### src/rtl/arm_pkg.sv
// -----------------------------------------------------------------------------
// arm_pkg
// Shared definitions for the pipeline memory stage and its SRAM interface.
//   - mem_state_e        : memory-stage FSM state encoding
//   - SRAM_ADDR_LEN_DEF  : default SRAM halfword address width
//   - WAIT_CYCLES_DEF    : default cycles spent on each SRAM halfword access
//   - BASE_ADDR_DEF      : default CPU byte address that maps to SRAM word 0
//   - CNT_W              : wait counter width (covers WAIT_CYCLES up to 15)
// -----------------------------------------------------------------------------
package arm_pkg;

    typedef enum logic [1:0] {
        ST_IDLE = 2'd0,
        ST_LOW  = 2'd1,
        ST_HIGH = 2'd2,
        ST_DONE = 2'd3
    } mem_state_e;

    localparam int SRAM_ADDR_LEN_DEF = 18;
    localparam int WAIT_CYCLES_DEF   = 3;
    localparam int BASE_ADDR_DEF     = 1024;
    localparam int CNT_W             = 4;

endpackage : arm_pkg

### src/rtl/mem_stage_sram.sv
// -----------------------------------------------------------------------------
// mem_stage_sram
// Memory stage of the pipeline, backed by a 16-bit-wide external SRAM.
// Each 32-bit load or store is split into two halfword accesses: the LOW
// phase moves bits [15:0] and the HIGH phase moves bits [31:16]. Each phase
// lasts WAIT_CYCLES clocks. While an access is in flight, ready is held low
// so the rest of the pipeline freezes and keeps presenting the same request.
//
// Ports
//   clk          in   clock, all state updates on the rising edge
//   rst          in   asynchronous active-low reset
//   MEM_R_EN     in   load request
//   MEM_W_EN     in   store request (wins over MEM_R_EN when both are high)
//   ALU_Res      in   CPU byte address
//   Val_Rm       in   store data
//   MEM_Result   out  load data, updated only when a load completes
//   ready        out  low = freeze all upstream pipeline registers
//   SRAM_ADDR    out  SRAM halfword address
//   SRAM_DQ_out  out  SRAM write data
//   SRAM_DQ_oe   out  SRAM write-data drive enable
//   SRAM_DQ_in   in   SRAM read data
//   SRAM_WE_N    out  active-low SRAM write strobe
//   dbg_state    out  current FSM state, for observation only
// -----------------------------------------------------------------------------
module mem_stage_sram
    import arm_pkg::*;
#(
    parameter int DATA_LEN      = 32,
    parameter int ADDRESS_LEN   = 32,
    parameter int SRAM_ADDR_LEN = SRAM_ADDR_LEN_DEF,
    parameter int WAIT_CYCLES   = WAIT_CYCLES_DEF,
    parameter int BASE_ADDR     = BASE_ADDR_DEF
) (
    input  logic                     clk,
    input  logic                     rst,
    input  logic                     MEM_R_EN,
    input  logic                     MEM_W_EN,
    input  logic [ADDRESS_LEN-1:0]   ALU_Res,
    input  logic [DATA_LEN-1:0]      Val_Rm,
    output logic [DATA_LEN-1:0]      MEM_Result,
    output logic                     ready,
    output logic [SRAM_ADDR_LEN-1:0] SRAM_ADDR,
    output logic [15:0]              SRAM_DQ_out,
    output logic                     SRAM_DQ_oe,
    input  logic [15:0]              SRAM_DQ_in,
    output logic                     SRAM_WE_N,
    output mem_state_e               dbg_state
);

    localparam int WORD_W = SRAM_ADDR_LEN - 1;
    localparam logic [CNT_W-1:0] LAST_CNT = CNT_W'(WAIT_CYCLES - 1);

    // Flops
    mem_state_e               state_q,  state_d;
    logic [CNT_W-1:0]         cnt_q,    cnt_d;
    logic                     store_q,  store_d;
    logic [15:0]              lo_q,     lo_d;
    logic [DATA_LEN-1:0]      result_q, result_d;
    logic [SRAM_ADDR_LEN-1:0] addr_q,   addr_d;
    logic [15:0]              dq_q,     dq_d;
    logic                     oe_q,     oe_d;
    logic                     we_n_q,   we_n_d;

    logic                     req;
    logic                     last_cycle;
    logic [ADDRESS_LEN-1:0]   offset;
    logic [WORD_W-1:0]        word;

    assign req        = MEM_R_EN | MEM_W_EN;
    assign last_cycle = (cnt_q == LAST_CNT);

    // Addresses below BASE_ADDR or beyond the SRAM simply wrap: the
    // subtraction is modular and the shifted offset is truncated to the
    // SRAM word width.
    assign offset = ALU_Res - ADDRESS_LEN'(BASE_ADDR);
    assign word   = WORD_W'(offset >> 2);

    // Handshake: ready is a combinational stall signal toward the pipeline.
    // It is high only when this stage can accept or has just finished the
    // presented request: in IDLE with no request, and in DONE. A request seen
    // in IDLE drops ready in that same cycle; the upstream registers then hold
    // the request stable until the DONE cycle, where it is deliberately not
    // re-accepted because it is still the same instruction.
    assign ready = (state_q == ST_DONE) || ((state_q == ST_IDLE) && !req);

    always_comb begin
        state_d  = state_q;
        cnt_d    = cnt_q;
        store_d  = store_q;
        lo_d     = lo_q;
        result_d = result_q;

        case (state_q)
            ST_IDLE: begin
                if (req) begin
                    state_d = ST_LOW;
                    cnt_d   = '0;
                    store_d = MEM_W_EN;
                end
            end
            ST_LOW: begin
                if (last_cycle) begin
                    state_d = ST_HIGH;
                    cnt_d   = '0;
                    if (!store_q) begin
                        lo_d = SRAM_DQ_in;
                    end
                end else begin
                    cnt_d = cnt_q + 1'b1;
                end
            end
            ST_HIGH: begin
                if (last_cycle) begin
                    state_d = ST_DONE;
                    cnt_d   = '0;
                    if (!store_q) begin
                        result_d = DATA_LEN'({SRAM_DQ_in, lo_q});
                    end
                end else begin
                    cnt_d = cnt_q + 1'b1;
                end
            end
            ST_DONE: begin
                state_d = ST_IDLE;
                cnt_d   = '0;
            end
            default: begin
                state_d = ST_IDLE;
                cnt_d   = '0;
            end
        endcase
    end

    // SRAM pins are registered, so they are computed from the next state and
    // next counter value; this lines them up exactly with the phase cycles.
    // The write strobe rises on the last cycle of each phase so data and
    // address are still held stable when the write ends.
    always_comb begin
        addr_d = '0;
        dq_d   = '0;
        oe_d   = 1'b0;
        we_n_d = 1'b1;
        if ((state_d == ST_LOW) || (state_d == ST_HIGH)) begin
            addr_d = {word, (state_d == ST_HIGH)};
            dq_d   = (state_d == ST_HIGH) ? Val_Rm[31:16] : Val_Rm[15:0];
            oe_d   = store_d;
            we_n_d = !(store_d && (cnt_d != LAST_CNT));
        end
    end

    always_ff @(posedge clk or negedge rst) begin
        if (!rst) begin
            state_q  <= ST_IDLE;
            cnt_q    <= '0;
            store_q  <= 1'b0;
            lo_q     <= '0;
            result_q <= '0;
            addr_q   <= '0;
            dq_q     <= '0;
            oe_q     <= 1'b0;
            we_n_q   <= 1'b1;
        end else begin
            state_q  <= state_d;
            cnt_q    <= cnt_d;
            store_q  <= store_d;
            lo_q     <= lo_d;
            result_q <= result_d;
            addr_q   <= addr_d;
            dq_q     <= dq_d;
            oe_q     <= oe_d;
            we_n_q   <= we_n_d;
        end
    end

    assign MEM_Result  = result_q;
    assign SRAM_ADDR   = addr_q;
    assign SRAM_DQ_out = dq_q;
    assign SRAM_DQ_oe  = oe_q;
    assign SRAM_WE_N   = we_n_q;
    assign dbg_state   = state_q;

endmodule : mem_stage_sram

### config.mk
export PLATFORM = sky130hd
export DESIGN_NAME = mem_stage_sram
export DESIGN_NICKNAME = d
export VERILOG_FILES = /design/src/rtl/arm_pkg.sv /design/src/rtl/mem_stage_sram.sv
export SDC_FILE = /design/constraint.sdc
export NUM_CORES = 1
export LEC_CHECK = 0
export CELL_PAD_IN_SITES_DETAIL_PLACEMENT = 1
export CELL_PAD_IN_SITES_GLOBAL_PLACEMENT = 2
export CORE_ASPECT_RATIO = 1.2
export CORE_MARGIN = 2
export CORE_UTILIZATION = 30
export DETAILED_ROUTE_END_ITERATION = 6
export HOLD_SLACK_MARGIN = 0.15
export MAX_ROUTING_LAYER = met4
export PLACE_DENSITY_LB_ADDON = 0.1
export SLEW_MARGIN = 10
export SYNTH_ARGS = -nofsm -noshare
export SYNTH_HDL_FRONTEND = slang
export SYNTH_SLANG_ARGS = --single-unit
### constraint.sdc
create_clock -name clk -period 5.9 [get_ports clk]
set_clock_uncertainty 0.2 [all_clocks]
set_input_delay 0.885 -clock clk [delete_from_list [all_inputs] [get_ports clk]]
set_output_delay 0.885 -clock clk [all_outputs]
set_load 0.005 [all_outputs]
# Word level (Yosys, flattened, before mapping)
# Index checks and enable logic that the tools add are counted.
word_totals:
  ff_bits: 91
  inputBits: 84
  output_inout_bits: 71
  elab_cells: 44
classes:
  addsub: 2
  n_eq_ne: 7
  muxes: 14
  n_bitwise: 2
  reduce_logical: 10
op_table:
  columns: ["cell", "count"]
  rows:
  - ["$mux 16", 2]
  - ["$sub 19x11->19 const B", 1]
  - ["$mux 18", 1]
  - ["$pmux 4 s3", 1]
  - ["$mux 4", 2]
  - ["$pmux 2 s4", 1]
  - ["$eq 2x2->1 const B", 3]
  - ["$mux 2", 3]
  - ["$reduce_and 3->1", 2]
  - ["$add 4x1->4 const B", 1]
  - ["$eq 2x1->1 const B", 2]
  - ["$eq 4x2->1 const B", 1]
  - ["$mux 1", 4]
  - ["$ne 4x2->1 const B", 1]
  - ["$logic_and 1x1->1", 2]
  - ["$logic_not 1->1", 2]
  - ["$logic_not 2->1", 1]
  - ["$logic_or 1x1->1", 2]
  - ["$reduce_or 2->1", 1]
  - ["$not 1->1", 1]
  - ["$or 1x1->1", 1]

# Longest topological paths before layout
logic_depth:
  ltp_word: 7
  depth_mapped: 11
  mapped_depth_nobuf: 9

# Worst setup path after synthesis
# OpenSTA, ideal clock, no wires.
synth_timing:
  path_type: "input to register"
  start: "in MEM_W_EN"
  end: "reg dq_q[13], in the netlist SRAM_DQ_out[13]"
  setup_ns: 0.132
  arrival_time_ns: 2.621
  required_ns: 5.568
  slack_ns: 2.947
  stages: 8
  path_buffers: 2
  path_cell_list: "nor3b_1 -> nor2_1 -> o21ai_0 -> ha_1 -> clkbuf_1 -> buf_2 -> mux2i_1 -> nor2_1"
synth_between:
  elab_chain_cells: 6
  elab_cells_between_ends: 8
  cone_classes: "2 x eq/ne; 4 x mux; 1 x bitwise; 1 x reduce/logical"
synth_lines:
  columns: ["item", "line", "text"]
  rows:
  - ["start, declared", "mem_stage_sram.sv:37", "input logic MEM_W_EN,"]
  - ["$or 1x1->1 (*)", "mem_stage_sram.sv:69", "assign req = MEM_R_EN | MEM_W_EN;"]
  - ["$mux 2 (*)", "mem_stage_sram.sv:95", "if (req) begin"]
  - ["$pmux 2 s4 (*)", "mem_stage_sram.sv:93", "case (state_q)"]
  - ["$eq 2x2->1 / $eq 2x1->1 (equally long branches)", "mem_stage_sram.sv:143, mem_stage_sram.sv:145", null]
  - ["$mux 16 / $logic_or 1x1->1 (equally long branches)", "mem_stage_sram.sv:145, mem_stage_sram.sv:143", null]
  - ["$mux 16 (*)", "mem_stage_sram.sv:143", "if ((state_d == ST_LOW) || (state_d == ST_HIGH)) begin"]
  - ["via dq_d[13]", "mem_stage_sram.sv:60", "logic [15:0] dq_q, dq_d;"]
  - ["end signal, assigned", "mem_stage_sram.sv:169", "dq_q <= dq_d;"]
  - ["end, declared", "mem_stage_sram.sv:60", null]
# Mark *: on every way through the listed nets, which the timed path passes. The rest lies on a longest branch.
# A chain may end at the register's enable or synchronous reset.

# Final worst setup path
layout_timing:
  start: "in MEM_W_EN"
  end: "reg dq_q[3], in the netlist SRAM_DQ_out[3]"
layout_between:
  elab_chain_cells: 6
  elab_cells_between_ends: 8
  cone_classes: "2 x eq/ne; 4 x mux; 1 x bitwise; 1 x reduce/logical"
layout_lines:
  columns: ["item", "line", "text"]
  rows:
  - ["$or 1x1->1 (*)", "mem_stage_sram.sv:69", null]
  - ["$mux 2 (*)", "mem_stage_sram.sv:95", null]
  - ["$pmux 2 s4 (*)", "mem_stage_sram.sv:93", null]
  - ["via state_d[1]", "mem_stage_sram.sv:54", "mem_state_e state_q, state_d;"]
  - ["$eq 2x2->1 / $eq 2x1->1 (equally long branches)", "mem_stage_sram.sv:143, mem_stage_sram.sv:145", null]
  - ["$mux 16 / $logic_or 1x1->1 (equally long branches)", "mem_stage_sram.sv:145, mem_stage_sram.sv:143", null]
  - ["$mux 16 (*)", "mem_stage_sram.sv:143", null]
  - ["via dq_d[3]", "mem_stage_sram.sv:60", null]
# Marked as above.

==> metrics.txt <==
outcome=finished, final reports clean; antenna violations before repair=0; Die Span X=108 um; maximum vdd drop=0.208 mV; number of maximum-capacitance constraint violations=0; largest net degree at the start of global routing=73; quantity of hold-fixing buffers added after cts=0; CTS-repair resized insts=0; top cell types by occurrence after synthesis=sky130_fd_sc_hd__dfrtp_1, sky130_fd_sc_hd__mux2_4, sky130_fd_sc_hd__nor2_1; capturing element type of the critical path=flip-flop; maximum number of buffers from clock root to sink=2; wire length of the first global-routing pass=14.2 mm; count of flip-flops with a built-in enable after synthesis=0; highest-delay cell along the critical path=sky130_fd_sc_hd__ha_1; headroom to the max-slew limit=0.349; main area contributors after synthesis=sky130_fd_sc_hd__dfrtp_1, sky130_fd_sc_hd__mux2_4, sky130_fd_sc_hd__mux2i_1, sky130_fd_sc_hd__ha_1, sky130_fd_sc_hd__nor2_1; crit-path max cell delay=840 ps; worst hold slack after final layout=215 ps; die boundary height=128 um; setup tns final=0 ps; core footprint=12600 um2; count of antenna diodes in the layout=0; count of TritonRoute iterations in the first routing pass=4; cell internal pwr=1.77 mW; number of setup buffers added after CTS=0; # port buffers=139; number of buffers inserted during clock tree synthesis=9; share of power burned in the clock network=0.236; Final HPWL DP=6.38 mm; area growth from synthesis to final layout=47.6%; Startpoint Class=primary input; Main synth FF type=sky130_fd_sc_hd__dfrtp_1; remaining global-route overflow=0; total global-route track usage=0.138; Seq/Total Area, Yosys=0.590; arrival time reported for the critical path endpoint=3620 ps; class of the tightest hold or removal check=in -> async; cell type with the largest total area after synthesis=sky130_fd_sc_hd__dfrtp_1; I/O pin count=155; Total Wirelength=8.95 mm; depth of the worst register-to-register path=8; Mapped Nets=361; post-synthesis sequential element count=91; Max Clk Rate=0.277 GHz; Net Sw Power=0.748 mW; # setup viols final=0; RSZ-0062 raised after global routing=false; sequential power share=0.380; ys async rst share=1.00; number of global-route vias before repair=2782; Distinct cells, synth=37; root buf cell=sky130_fd_sc_hd__clkbuf_16; switching portion of total power=0.297; clock tree from TritonCTS=done; number of instances in the synthesized netlist=267; warnings from Yosys=0; H-tree lvl count=3; Die Outline Area=13800 um2; pins over their slew limit=0; Avg Inst Size Synth=14.5 um2; highest fanout seen on the critical path=17; Synth top area share=0.583; worst reg2reg endpoint=SRAM_DQ_out[3]; Starting Density=0.306; number of sinks handled by clock tree synthesis=91; num rows=45; P per Cell Area=442 nW/um2; Setup CP Type=in -> reg; Critical R2R Launch=dbg_state[0]; post-detailed-route via-to-cell ratio=4.46; fin crit share=0.612; drt drc=0; Netlist Area Pre-Place=3860 um2; LEAKAGE=2.56 nW; setup slack of the most critical reg-to-reg path=2380 ps; CTS clk-pin slew, worst paths=60 ps; Starting DRT DRC Count=46; number of nets in the finished design=503; Period minus WS final=3610 ps; share of final-layout standard cells stronger than drive strength 1=0.176; worst-skew pair later-pin latency=340 ps; worst slew pin tran=977 ps; Final Hold Violating Endpoints=0; required time reported for the critical path endpoint=5910 ps; Antenna Violating Nets Remaining=0; cell with the most instances after synthesis=sky130_fd_sc_hd__dfrtp_1; final weighted congestion in routability-driven placement=0.751; chain of cells forming the critical path=clkdlybuf4s50_1 -> nor3b_1 -> a21oi_1 -> o22ai_1 -> ha_1 -> mux2i_1 -> nor2_1; combinational fraction of design power=0.383; average wire length per cell after detail routing=15.5 um; total via count in the routed design=2575
[registers in the layout (all words and copies together), names as in the netlist]
name,cells
store_q,1
MEM_Result,32
lo_q,16
cnt_q,4
SRAM_DQ_oe,1
SRAM_DQ_out,16
dbg_state,2
SRAM_WE_N,1
SRAM_ADDR,18
[power by group through the flow]
| stage | Combinational, mW | Clock, mW | Sequential, mW |
|---|---|---|---|
| finish | 0.966 | 0.594 | 0.958 |
| global route | 1.07 | 0.643 | 0.984 |
| CTS | 0.999 | 0.620 | 0.961 |
| detailed placement | 0.990 | 0 | 0.972 |
| global placement | 0.973 | 0 | 0.960 |
| floorplan | 0.470 | 0 | 0.971 |
[placed cells by master, fill, tap and decap left out, drive strengths merged, types with 4 or more instances in the layout]
cell type	count
mux2i	16
nor2b	10
ha	10
mux2	48
nor2	31
nand2	9
inv	8
xor2	4
dfrtp	90
clkbuf	11
clkdlybuf4s50	138
[metal layers]
| layer | up-vias | GRT usage | wire, um |
|---|---|---|---|
| met1 | 1288 | 0.153 | 3590 |
| met2 | 90 | 0.225 | 4470 |
| li1 | 1188 | - | - |
| met4 | 0 | 0.0475 | 131 |
| met5 | - | - | 0 |
| met3 | 9 | 0.0554 | 750 |
[how the worst max path moves through the flow]
stage	from	endpoint	slack, ps	cells past startpoint
final	MEM_W_EN	SRAM_DQ_out[3]	2290	7
after global routing	MEM_W_EN	SRAM_DQ_out[7]	2000	7
after CTS	MEM_W_EN	SRAM_DQ_out[11]	2240	7
after detailed placement	MEM_W_EN	SRAM_DQ_out[11]	1910	7
after global placement	MEM_W_EN	SRAM_DQ_out[3]	1920	7
after floorplan	MEM_W_EN	SRAM_DQ_out[13]	2950	8
[cell families after synthesis]
kind of cell / after synthesis / synth area share
compound gates: 15 / 0.0272
simple gates: 63 / 0.0852
fa+ha+maj: 10 / 0.0324
buf+inv: 17 / 0.0288
flops: 91 / 0.590
xor+xnor: 7 / 0.0159
mux: 64 / 0.220
[final cells by class]
cell class	instances	area (um2)
Tap cell	164	205
Fill cell	1339	6910
Multi-Input combinational cell	159	1470
Clock buffer	11	253
Inverter	7	26.3
Timing Repair Buffer	141	1400
Clock inverter	5	60.1
Sequential cell	91	2280
[metrics by stage]
step	instance area, um2	instances	total power, mW	util	setup WS, ps
final	5700	578	2.52	0.452	2290
after global routing	5700	578	2.70	0.452	2000
after CTS	5700	578	2.58	0.452	2240
after detailed placement	5390	562	1.96	0.427	1910
after global placement	5390	562	1.93	0.427	1920
after floorplan	3860	267	1.44	-	2950
[worst max-delay path, delay by kind of cell]
kind | cells | cell delay, ps
buffers and inverters | 1 | 460
and+or+nand+nor | 2 | 810
muxes | 1 | 280
AOI/OAI and AO/OA | 2 | 330
adders and majority gates | 1 | 840
Note: power is estimated with default switching activity, not from simulation.
